### config.mk
export PLATFORM = sky130hd
export DESIGN_NAME = vga_mem_sched
export DESIGN_NICKNAME = d
export VERILOG_FILES = /design/src/rtl/vga_mem_sched.sv
export SDC_FILE = /design/constraint.sdc
export NUM_CORES = 1
export LEC_CHECK = 0
export CORE_ASPECT_RATIO = 0.7
export CORE_UTILIZATION = 41
export DETAILED_ROUTE_END_ITERATION = 8
export PLACE_DENSITY_LB_ADDON = 0.15
export SLEW_MARGIN = 20
export SYNTH_ARGS = -nofsm -noshare
export SYNTH_HDL_FRONTEND = slang
export SYNTH_SLANG_ARGS = --single-unit
export TNS_END_PERCENT = 30
### constraint.sdc
create_clock -name QClk -period 2.8 [get_ports QClk]
set_input_delay 0.28 -clock QClk [delete_from_list [all_inputs] [get_ports QClk]]
set_output_delay 0.28 -clock QClk [all_outputs]
set_load 0.01 [all_outputs]
### src/rtl/vga_mem_sched.sv
// Port-A scheduler for the VGA frame buffer: core load/store always wins, and a
// linear fill engine writes a constant pattern into otherwise idle cycles.
module vga_mem_sched #(
  parameter int unsigned WORDS = 9600,
  parameter int unsigned AW    = 14
) (
  input  logic          QClk,
  input  logic          RstN,
  input  logic [AW-1:0] CoreAddr,
  input  logic [31:0]   CoreData,
  input  logic [3:0]    CoreByteEn,
  input  logic          CoreWrEn,
  input  logic          CoreRdEn,
  output logic [31:0]   CoreRspData,
  output logic          CoreRspValid,
  input  logic          FillStart,
  input  logic [AW-1:0] FillBase,
  input  logic [AW:0]   FillCount,
  input  logic [31:0]   FillData,
  output logic          FillBusy,
  output logic          FillDone,
  output logic          FillErr,
  output logic [AW-1:0] MemAddr,
  output logic [31:0]   MemData,
  output logic [3:0]    MemByteEn,
  output logic          MemWrEn,
  output logic          MemRdEn,
  input  logic [31:0]   MemQ
);

  typedef enum logic [1:0] {StIdle, StFill, StDone} state_e;

  localparam logic [AW+1:0] WordsExt = WORDS[AW+1:0];
  localparam logic [AW-1:0] PtrOne   = 1;
  localparam logic [AW:0]   RemOne   = 1;

  state_e        state_q;
  logic [AW-1:0] ptr_q;
  logic [AW:0]   remain_q;
  logic [31:0]   pat_q;
  logic          err_q;
  logic          rsp_valid_q;

  logic [AW+1:0] base_ext;
  logic [AW+1:0] span_end;
  logic          range_bad;
  logic          core_req;
  logic          fill_wr;

  // One extra bit over AW+1 so base+count cannot overflow the compare.
  assign base_ext  = {2'b00, FillBase};
  assign span_end  = base_ext + {1'b0, FillCount};
  assign range_bad = (base_ext >= WordsExt) || (span_end > WordsExt);

  assign core_req = CoreWrEn | CoreRdEn;
  assign fill_wr  = (state_q == StFill) && !core_req;

  always_ff @(posedge QClk or negedge RstN) begin
    if (!RstN) begin
      state_q     <= StIdle;
      ptr_q       <= '0;
      remain_q    <= '0;
      pat_q       <= '0;
      err_q       <= 1'b0;
      rsp_valid_q <= 1'b0;
    end else begin
      err_q       <= 1'b0;
      rsp_valid_q <= CoreRdEn;
      case (state_q)
        StIdle: begin
          if (FillStart) begin
            if (range_bad) begin
              err_q <= 1'b1;
            end else if (FillCount == '0) begin
              state_q <= StDone;
            end else begin
              ptr_q    <= FillBase;
              remain_q <= FillCount;
              pat_q    <= FillData;
              state_q  <= StFill;
            end
          end
        end
        StFill: begin
          if (fill_wr) begin
            ptr_q    <= ptr_q + PtrOne;
            remain_q <= remain_q - RemOne;
            if (remain_q == RemOne) state_q <= StDone;
          end
        end
        StDone:  state_q <= StIdle;
        default: state_q <= StIdle;
      endcase
    end
  end

  assign FillBusy     = (state_q == StFill);
  assign FillDone     = (state_q == StDone);
  assign FillErr      = err_q;
  assign CoreRspValid = rsp_valid_q;
  assign CoreRspData  = MemQ;

  always_comb begin
    MemAddr   = '0;
    MemData   = '0;
    MemByteEn = '0;
    MemWrEn   = 1'b0;
    MemRdEn   = 1'b0;
    if (core_req) begin
      MemAddr   = CoreAddr;
      MemData   = CoreData;
      MemByteEn = CoreByteEn;
      MemWrEn   = CoreWrEn;
      MemRdEn   = CoreRdEn;
    end else if (fill_wr) begin
      MemAddr   = ptr_q;
      MemData   = pat_q;
      MemByteEn = 4'hF;
      MemWrEn   = 1'b1;
    end
  end

endmodule

==> run metrics, run 1 <==
Final min period 2833 ps; measured slew at the worst slew-check pin 635.3 ps; Die Span Y 91.80 microns; Critical Path Start Type input pin; htree depth 3; vias in the first global route 5183; syn_nets 689; most frequent cells in the layout clkdlybuf4s50_1, buf_4, dfrtp_1, a22o_1, nand2_1; ys async rst share 1.000; Hold Path End ptr_q[0]$_DFFE_PN0P_; Post-Syn Area 0.004723 sq mm; post-synthesis cell type count 62; Avg Inst Size Synth 9.031 sq um; final net count 912; worst skew pair latency 340 ps; total congestion overflow 0; Synth Instances 523; RSZ-0062 raised after global routing yes; Cell Count, Final, Fillers Out 904; VDD IR max 0.0003582 V; Remaining DRCs 0; Worst slew margin 0.5732; failing checks negative setup slack; RR Endpoint remain_q[14]$_DFFE_PN0P_; Worst Path Max Fanout 6; R2R Path Start remain_q[1]$_DFFE_PN0P_; Pwr Total 3.594 mW; PwrDens 450.3 mW/mm^2; Reg2Reg Setup Slack 350 ps; FF+latch count, synth 65; Placer Congestion 0.8937; Buf+Inv Stages, Crit Path 3; Core Region 0.01113 sq mm; starting density of the core 0.4243; TNS Setup -467.6 ps; Post-Place Cells 868; Iter 0 DRT Violations 497; gr usage total 0.3101; FILL cells 805; cells along the critical path clkdlybuf4s50_1 > ha_4 > a21o_1 > or3_1 > mux2i_1 > nor3_2 > nand4_1 > o2111a_1 > o21a_4 > buf_6 > buf_16 > mux2_2; die area 0.01196 sq mm; dpl hpwl 12930 microns; Die Wd 130.3 microns; initial antenna violation count 0; drt wl/cell 20.41 microns; ant diodes 0; Port Buffers 171; outcome finished, violations left; MaxCap Viol Count 0; commonest non-fill, non-tap cell in the layout clkdlybuf4s50_1; Clock Skew 9.720 ps; worst setup margin -32.73 ps; Worst Hold Launch FillBase[0]; clock slew seen by the registers of the worst setup and hold paths 60 ps; total wire length 18450 microns; Final Hold Vio Count 0; Worst path top cell family by delay buffers and inverters; layout cells sized above 1 0.2929; P&R area growth vs syn 68.98%; Hold Path Class input pin to flop; FF-to-FF path depth 9; # setup viols final 28; largest net degree at the start of global routing 57; Req. time, crit path 3020 ps; ANT nets after route 0; TritonRoute pass-1 iters 5; leakage power 3.481 nW; Final Slew Violations 0; Vias/cell 5.832; post-synthesis sequential area ratio 0.3444; Ys Warns 0; I/O pin count 236; CTS buffer count 9; Root Buffer clkbuf_16; clock tree buffer depth 2; CTS tree yes; Largest stage delay, worst path 540 ps; Hold Path Depth 4; slowest CP cell clkdlybuf4s50_1; CP Class input pin to flop; critical path depth in cells 12; max frequency 353.0 MHz; critical path arrival 3060 ps; first-pass GRT wire length 28090 microns; Sink Count 65; ys flop type dfrtp_1; Post-synth EDFFs 0; Post-Place Worst Slack -735.1 ps; fin crit share 1.012; FP Rows 32; Vias 5272; Critical Path End Type flop
-- per-stage QoR --
step / util / hold slack [ps] / cell area [sq um]
floorplan: - / -15.59 / 4735
global placement: 0.6210 / 181.8 / 6912
detailed placement: 0.6210 / 176.1 / 6912
CTS: 0.7014 / 318.0 / 7807
global route: 0.7171 / 339.5 / 7981
finish: 0.7171 / 333.2 / 7981
-- power by group --
part	switching [mW]	internal, mW
registers	0.112	1.02
logic	0.508	0.616
clock network	0.462	0.875
-- synthesized netlist by cell type (3+ instances only) --
library cell | instances | area share
mux2_2 | 32 | 0.076
inv_1 | 17 | 0.014
nor2_1 | 29 | 0.023
a211oi_1 | 6 | 0.0095
nor2b_1 | 5 | 0.0066
o211ai_1 | 3 | 0.0048
a22oi_1 | 12 | 0.019
a21o_1 | 7 | 0.011
buf_4 | 36 | 0.057
o31ai_1 | 4 | 0.0064
nand4_1 | 10 | 0.013
a21oi_1 | 27 | 0.029
dfrtp_1 | 65 | 0.34
ha_1 | 17 | 0.045
or3_1 | 6 | 0.0079
xnor2_1 | 4 | 0.0074
o22ai_1 | 13 | 0.017
nand2_1 | 42 | 0.033
a22o_1 | 43 | 0.080
a2bb2oi_1 | 3 | 0.0056
nor4_1 | 6 | 0.0079
nor3_1 | 14 | 0.015
o2bb2ai_1 | 4 | 0.0074
o21ai_0 | 27 | 0.029
clkbuf_1 | 23 | 0.018
a31oi_1 | 8 | 0.011
nand3_1 | 14 | 0.015
-- cell families after synthesis --
logic type               synth area share
multiplexers                      0.07841
AO/OA/AOI/OAI                      0.2784
flip-flops                         0.3444
adder cells (fa/ha/maj)           0.04927
XOR/XNOR                          0.01457
buffers and inverters             0.09748
AND/OR/NAND/NOR                    0.1375
-- sequential cells by signal (all words and copies together), names as in the netlist --
register      cells
CoreRspValid      1
state_q           2
ptr_q            14
FillErr           1
pat_q            32
remain_q         15
-- what timing repair did --
action                                 4_1_cts  5_1_grt
hold buffers                                 1        0
setup buffers                               15        6
resized for setup                           90       57
setup endpoints to repair                   65       62
endpoints found under the hold margin        9        0
pin swaps                                   21       21
gates cloned                                 4        0
-- routing by layer --
layer | vias up | share of wire | global-route usage
met5 | - | 0 | 0
met4 | 0 | 0.024 | 0.1124
met3 | 46 | 0.084 | 0.07118
met2 | 285 | 0.47 | 0.4867
met1 | 2556 | 0.42 | 0.4151
li1 | 2385 | - | -
-- worst max path at each step --
stage                                 end  slack, ps    startpoint
floorplan           pat_q[10]$_DFFE_PN0P_        -10   FillBase[0]
global placement    pat_q[24]$_DFFE_PN0P_       -730   FillBase[0]
detailed placement  pat_q[29]$_DFFE_PN0P_       -740  FillCount[0]
CTS                  pat_q[4]$_DFFE_PN0P_        -80  FillCount[0]
global route         pat_q[2]$_DFFE_PN0P_       -150   FillBase[0]
finish              pat_q[21]$_DFFE_PN0P_        -30  FillCount[9]
-- worst min-delay path, stage by stage --
cell and delay [ps]:
buf_8 80, buf_4 110, o211ai_1 90, o21ai_1 80
-- final cells by class --
class	count	area, sq um	area share
Clock buffer	10	229.0	0.02869
Inverter	18	67.56	0.008465
Clock inverter	6	115.1	0.01442
Multi-Input combinational cell	376	3114	0.3902
Tap cell	153	191.4	0.02399
Timing Repair Buffer	276	2638	0.3305
Sequential cell	65	1627	0.2038
Note: power is estimated with default switching activity, not from simulation.
==> run 2, diff against run 1 <==
--- a/config.mk
+++ b/config.mk
@@ -8,7 +8,8 @@
 export CORE_ASPECT_RATIO = 0.7
 export CORE_UTILIZATION = 41
 export DETAILED_ROUTE_END_ITERATION = 8
-export PLACE_DENSITY_LB_ADDON = 0.15
+export MAX_ROUTING_LAYER = met4
+export PLACE_DENSITY_LB_ADDON = 0.25
 export SLEW_MARGIN = 20
 export SYNTH_ARGS = -nofsm -noshare
 export SYNTH_HDL_FRONTEND = slang
==> run metrics, run 2 (synthesized netlist as in run 1, its figures left out) <==
outcome finished, violations left (unchanged); failing checks negative setup slack (unchanged); clock slew seen by the registers of the worst setup and hold paths 60 ps (about the same); TNS Setup -1688 ps (was -467.6 ps); die area 0.01196 sq mm (unchanged); Layout Cell Area excl Fill 0.007869 sq mm (was 0.007981 sq mm); Clock Skew 5.122 ps (was 9.720 ps); leakage power 3.464 nW (was 3.481 nW); Die Wd 130.3 microns (unchanged); Final Hold Vio Count 0 (unchanged); Final Slew Violations 0 (unchanged); PwrDens 434.5 mW/mm^2 (was 450.3 mW/mm^2); Hold Path Class input pin to async pin (was input pin to flop); Worst slew margin 0.4338 (was 0.5732); Final min period 2887 ps (was 2833 ps); max frequency 346.4 MHz (was 353.0 MHz); worst setup margin -86.84 ps (was -32.73 ps); gr usage total 0.2975 (was 0.3101); # setup viols final 31 (was 28); Pwr Total 3.419 mW (was 3.594 mW); VDD IR max 0.0003564 V (was 0.0003582 V); Placer Congestion 0.9393 (was 0.8937); dpl hpwl 12340 microns (was 12930 microns); TritonRoute pass-1 iters 5 (unchanged); MaxCap Viol Count 0 (unchanged); max reg flops 32 (unchanged); htree depth 3 (unchanged); total wire length 17260 microns (was 18450 microns); fin crit share 1.031 (was 1.012); Core Region 0.01113 sq mm (unchanged); FP Rows 32 (unchanged); drt wl/cell 19.11 microns (was 20.41 microns); commonest non-fill, non-tap cell in the layout clkdlybuf4s50_1 (unchanged); Critical path origin FillCount[0] (was FillCount[9]); largest net degree at the start of global routing 66 (was 57); first-pass GRT wire length 26430 microns (was 28090 microns); most frequent cells in the layout clkdlybuf4s50_1, buf_4, dfrtp_1, a22o_1, nand2_1 (unchanged); ant diodes 0 (unchanged); Cell Area, Placed 0.006937 sq mm (was 0.006912 sq mm); Root Buffer clkbuf_16 (unchanged); Remaining DRCs 0 (unchanged); Worst Path Max Fanout 6 (unchanged); Die Span Y 91.80 microns (unchanged); Iter 0 DRT Violations 447 (was 497); P&R area growth vs syn 66.60% (was 68.98%); worst skew pair latency 330 ps (was 340 ps); ANT nets after route 0 (unchanged); final net count 911 (was 912); top flop regs pat_q (32), remain_q (15), ptr_q (14) (unchanged); CP Class input pin to flop (unchanged); RSZ-0062 raised after global routing yes (unchanged); Req. time, crit path 3010 ps (was 3020 ps); Critical Path Start Type input pin (unchanged); Port Buffers 171 (unchanged); Sink Count 65 (unchanged); RR Endpoint remain_q[14]$_DFFE_PN0P_ (unchanged); CTS tree yes (unchanged); initial antenna violation count 0 (unchanged); clock tree buffer depth 2 (unchanged); FF-to-FF path depth 9 (unchanged); Vias/cell 5.780 (was 5.832); measured slew at the worst slew-check pin 849.3 ps (was 635.3 ps); layout cells sized above 1 0.2853 (was 0.2929); Vias 5219 (was 5272); total congestion overflow 0 (unchanged); starting density of the core 0.4243 (unchanged); Critical Path End Type flop (unchanged); Reg2Reg Setup Slack 460 ps (was 350 ps); R2R Path Start remain_q[1]$_DFFE_PN0P_ (unchanged); critical path arrival 3090 ps (was 3060 ps); vias in the first global route 5142 (was 5183); Biggest register pat_q (unchanged); I/O pin count 236 (unchanged); CTS buffer count 9 (unchanged)
-- run 2: changes by cell type in the layout (fill, tap and decap cells not counted), sizes merged --
cell | previous run | this run
clkdlybuf4s15 | 0 | 2
clkdlybuf4s50 | 151 | 148
dlygate4sd3 | 1 | 0
buf | 107 | 108
clkinvlp | 1 | 0
dlygate4sd2 | 12 | 14
bufinv | 3 | 2
dlymetal6s2s | 3 | 2
clkbuf | 12 | 11
clkinv | 1 | 3
-- run 2: power by group --
| part | internal [mW] | leakage (nW) | switching, mW |
|---|---|---|---|
| clock network | 0.784 | 0.157 | 0.424 |
| logic | 0.592 | 2.48 | 0.487 |
| registers | 1.02 | 0.825 | 0.112 |
-- run 2: worst max-delay path, cell delays in order --
cell,delay [ps]
buf_6,100
ha_4,160
fa_2,400
a211oi_4,260
o21ai_2,120
buf_4,150
mux2i_1,130
nor3_2,160
nand4_1,120
o2111a_2,300
o21a_4,230
buf_8,150
buf_6,120
nor2_4,200
buf_4,160
o22ai_1,60
-- run 2: area by class of cell --
| class | count | area (sq um) |
|---|---|---|
| inverter | 18 | 67.56 |
| fill | 827 | 3262 |
| timing repair buffer | 275 | 2666 |
| clock inverter | 6 | 91.34 |
| multi-input combinational | 376 | 2997 |
| sequential | 65 | 1627 |
| tap | 153 | 191.4 |
| clock buffer | 10 | 229.0 |
-- run 2: how the worst max path moves through the flow --
stage,endpoint,cells after the start,slack [ps]
final,remain_q[4]$_DFFE_PN0P_,16,-90
after global routing,remain_q[4]$_DFFE_PN0P_,16,-140
after CTS,pat_q[7]$_DFFE_PN0P_,14,-40
after detailed placement,remain_q[3]$_DFFE_PN0P_,15,-800
after global placement,remain_q[3]$_DFFE_PN0P_,15,-710
after floorplan,pat_q[10]$_DFFE_PN0P_,12,-10
-- run 2: layer usage --
metal  GRT usage  part of all wire  vias up
li1            -                 -     2396
met1      0.3742              0.42     2542
met2      0.4712              0.49      240
met3     0.06593             0.076       41
met4      0.1008             0.020        0
met5           -                 0        -
-- run 2: timing repair --
action / CTS / global route
setup buffers: 15 / 1
pin swaps: 28 / 5
endpoints found under the setup margin: 64 / 63
gates resized for setup: 86 / 36
gates cloned: 5 / 0
hold buffers: 0 / 0
-- run 2: through the flow --
step                      worst slack, ps  hold WS [ps]  utilization  std cells
after floorplan                    -10.68        -15.59            -        523
after global placement             -709.1         445.8       0.6232        868
after detailed placement           -803.4         454.1       0.6232        868
after CTS                          -41.22         165.3       0.6920        902
after global routing               -144.3         195.6       0.7069        903
final                              -86.84         133.8       0.7069        903
==> run 3, diff against run 2 <==
==> constraint.sdc (replaced) <==
create_clock -name QClk -period 2.8 [get_ports QClk]
set_input_delay 0.42 -clock QClk [delete_from_list [all_inputs] [get_ports QClk]]
set_output_delay 0.42 -clock QClk [all_outputs]
set_load 0.01 [all_outputs]
==> run metrics, run 3 (synthesized netlist as in run 1, its figures left out) <==
outcome finished, violations left (unchanged); failing checks negative setup slack (unchanged); TritonRoute pass-1 iters 5 (unchanged); Worst Path Max Fanout 6 (unchanged); PwrDens 456.3 mW/mm^2 (was 434.5 mW/mm^2); CP Class input pin to flop (unchanged); RR Endpoint remain_q[14]$_DFFE_PN0P_ (unchanged); Sink Count 65 (unchanged); Reg2Reg Setup Slack 380 ps (was 460 ps); fin crit share 1.039 (was 1.031); total congestion overflow 0 (unchanged); Pwr Total 3.640 mW (was 3.419 mW); # setup viols final 45 (was 31); Vias/cell 5.808 (was 5.780); FP Rows 32 (unchanged); Critical Path End Type flop (unchanged); FILL cells 838 (was 827); FF-to-FF path depth 9 (unchanged); Port Buffers 171 (unchanged); clock slew seen by the registers of the worst setup and hold paths 50 ps (was 60 ps); Hold Path Class input pin to async pin (unchanged); first-pass GRT wire length 27700 microns (was 26430 microns); Worst slew margin 0.4296 (was 0.4338); leakage power 3.534 nW (was 3.464 nW); RSZ-0062 raised after global routing yes (unchanged); htree depth 3 (unchanged); Util after Layout 0.7167 (was 0.7069); gr usage total 0.3148 (was 0.2975); R2R Path Start remain_q[0]$_DFFE_PN0P_ (was remain_q[1]$_DFFE_PN0P_); Largest stage delay, worst path 340 ps (was 400 ps); slowest CP cell or3_4 (was fa_2); Req. time, crit path 3010 ps (about the same); Biggest register pat_q (unchanged); Die Wd 130.3 microns (unchanged); Clock Skew 5.054 ps (was 5.122 ps); initial antenna violation count 0 (unchanged); most frequent cells in the layout clkdlybuf4s50_1, buf_4, dfrtp_1, a22o_1, nand2_1 (unchanged); Final min period 2909 ps (was 2887 ps); vias in the first global route 5139 (was 5142); worst skew pair latency 330 ps (about the same); top flop regs pat_q (32), remain_q (15), ptr_q (14) (unchanged); worst setup margin -108.7 ps (was -86.84 ps); Hold-fix buffers, CTS 0 (unchanged); dpl hpwl 13370 microns (was 12340 microns); Hold WS 285.3 ps (was 133.8 ps); total wire length 18420 microns (was 17260 microns); commonest non-fill, non-tap cell in the layout clkdlybuf4s50_1 (unchanged); TNS Setup -2822 ps (was -1688 ps); max frequency 343.8 MHz (was 346.4 MHz); Die Span Y 91.80 microns (unchanged); layout cells sized above 1 0.2959 (was 0.2853); Critical Path Start Type input pin (unchanged); P&R area growth vs syn 68.90% (was 66.60%); max reg flops 32 (unchanged); VDD IR max 0.0002910 V (was 0.0003564 V); Final Hold Vio Count 0 (unchanged); MaxCap Viol Count 0 (unchanged); Remaining DRCs 0 (unchanged); clock tree buffer depth 2 (unchanged); Final Slew Violations 0 (unchanged); largest net degree at the start of global routing 66 (unchanged); Buf+Inv Stages, Crit Path 3 (was 5); Core Region 0.01113 sq mm (unchanged); CTS tree yes (unchanged); final net count 918 (was 911); measured slew at the worst slew-check pin 855.5 ps (was 849.3 ps); Post-Place Worst Slack -930.3 ps (was -803.4 ps); die area 0.01196 sq mm (unchanged); ANT nets after route 0 (unchanged); Vias 5285 (was 5219); Worst path top cell family by delay compound AO/OA/AOI/OAI gates (unchanged); cells along the critical path dlygate4sd2_1 > ha_4 > a211oi_2 > o21bai_1 > o21ba_4 > or3_4 > o31ai_4 > xor2_2 > o21a_4 > buf_12 > buf_16 > mux2_4 (was buf_6 > ha_4 > fa_2 > a211oi_4 > o21ai_2 > buf_4 > mux2i_1 > nor3_2 > nand4_1 > o2111a_2 > o21a_4 > buf_8 > buf_6 > nor2_4 > buf_4 > o22ai_1); I/O pin count 236 (unchanged); ant diodes 0 (unchanged); CTS buffer count 9 (unchanged); critical path arrival 3120 ps (was 3090 ps); Iter 0 DRT Violations 411 (was 447); Root Buffer clkbuf_16 (unchanged); Placer Congestion 0.9237 (was 0.9393); starting density of the core 0.4243 (unchanged); drt wl/cell 20.24 microns (was 19.11 microns)
run 3: cell types whose count changed in the layout (fill, tap and decap cells not counted), sizes merged, moves of 2 or more:
| cell | change |
|---|---|
| clkbuf | +5 |
| bufinv | +2 |
| dlygate4sd2 | -9 |
| dlymetal6s2s | +5 |
| buf | +5 |
run 3: how the worst max path moves through the flow:
| stage | startpoint | to | slack (ps) | cells past startpoint |
|---|---|---|---|---|
| global route | FillCount[5] | pat_q[21]$_DFFE_PN0P_ | -180 | 12 |
| CTS | FillBase[0] | pat_q[27]$_DFFE_PN0P_ | -270 | 12 |
| finish | FillCount[5] | pat_q[25]$_DFFE_PN0P_ | -110 | 12 |
| floorplan | FillBase[0] | pat_q[10]$_DFFE_PN0P_ | -60 | 12 |
| detailed placement | FillBase[0] | pat_q[20]$_DFFE_PN0P_ | -930 | 12 |
| global placement | FillBase[0] | pat_q[28]$_DFFE_PN0P_ | -780 | 11 |
run 3: per-layer routing:
metal | vias up | GRT usage | routed length, microns
li1 | 2399 | - | -
met1 | 2527 | 0.4186 | 7779
met2 | 300 | 0.4632 | 8238
met3 | 59 | 0.07526 | 1729
met4 | 0 | 0.1163 | 671
met5 | - | - | 0
run 3: repair_timing:
item | in CTS | in global routing
pin swaps | 19 | 38
setup endpoints to repair | 79 | 89
gates cloned | 3 | 0
gates resized for setup | 68 | 79
buffers inserted | 10 | 13
run 3: through the flow:
step	cells	instance area, sq um
floorplan	523	4775
global placement	870	6947
detailed placement	870	6947
CTS	899	7621
global route	910	7978
finish	910	7978
run 3: final cells by class:
type                       instances  area, sq um  area share
clock buffer                      10        229.0     0.02870
clock inverter                     6        130.1     0.01631
inverter                          18        70.07    0.008783
multi-input combinational        377         3124      0.3916
sequential                        65         1627      0.2039
tap                              153        191.4     0.02400
timing repair buffer             281         2606      0.3267
run 3: worst register-to-register path, stage by stage, from the launching register on:
cell	delay, ps
dfrtp_1	420
inv_1	90
ha_1	250
nand4_1	290
nor3_1	330
nand2_1	180
o31ai_1	230
a22oi_1	90
and3_1	200
a31o_2	200
run 3: where the power goes:
part | internal, mW | leakage [nW] | total, mW | switching (mW)
sequential | 1.02 | 0.825 | 1.13 | 0.109
clock | 0.956 | 0.176 | 1.37 | 0.413
combinational | 0.626 | 2.53 | 1.14 | 0.513
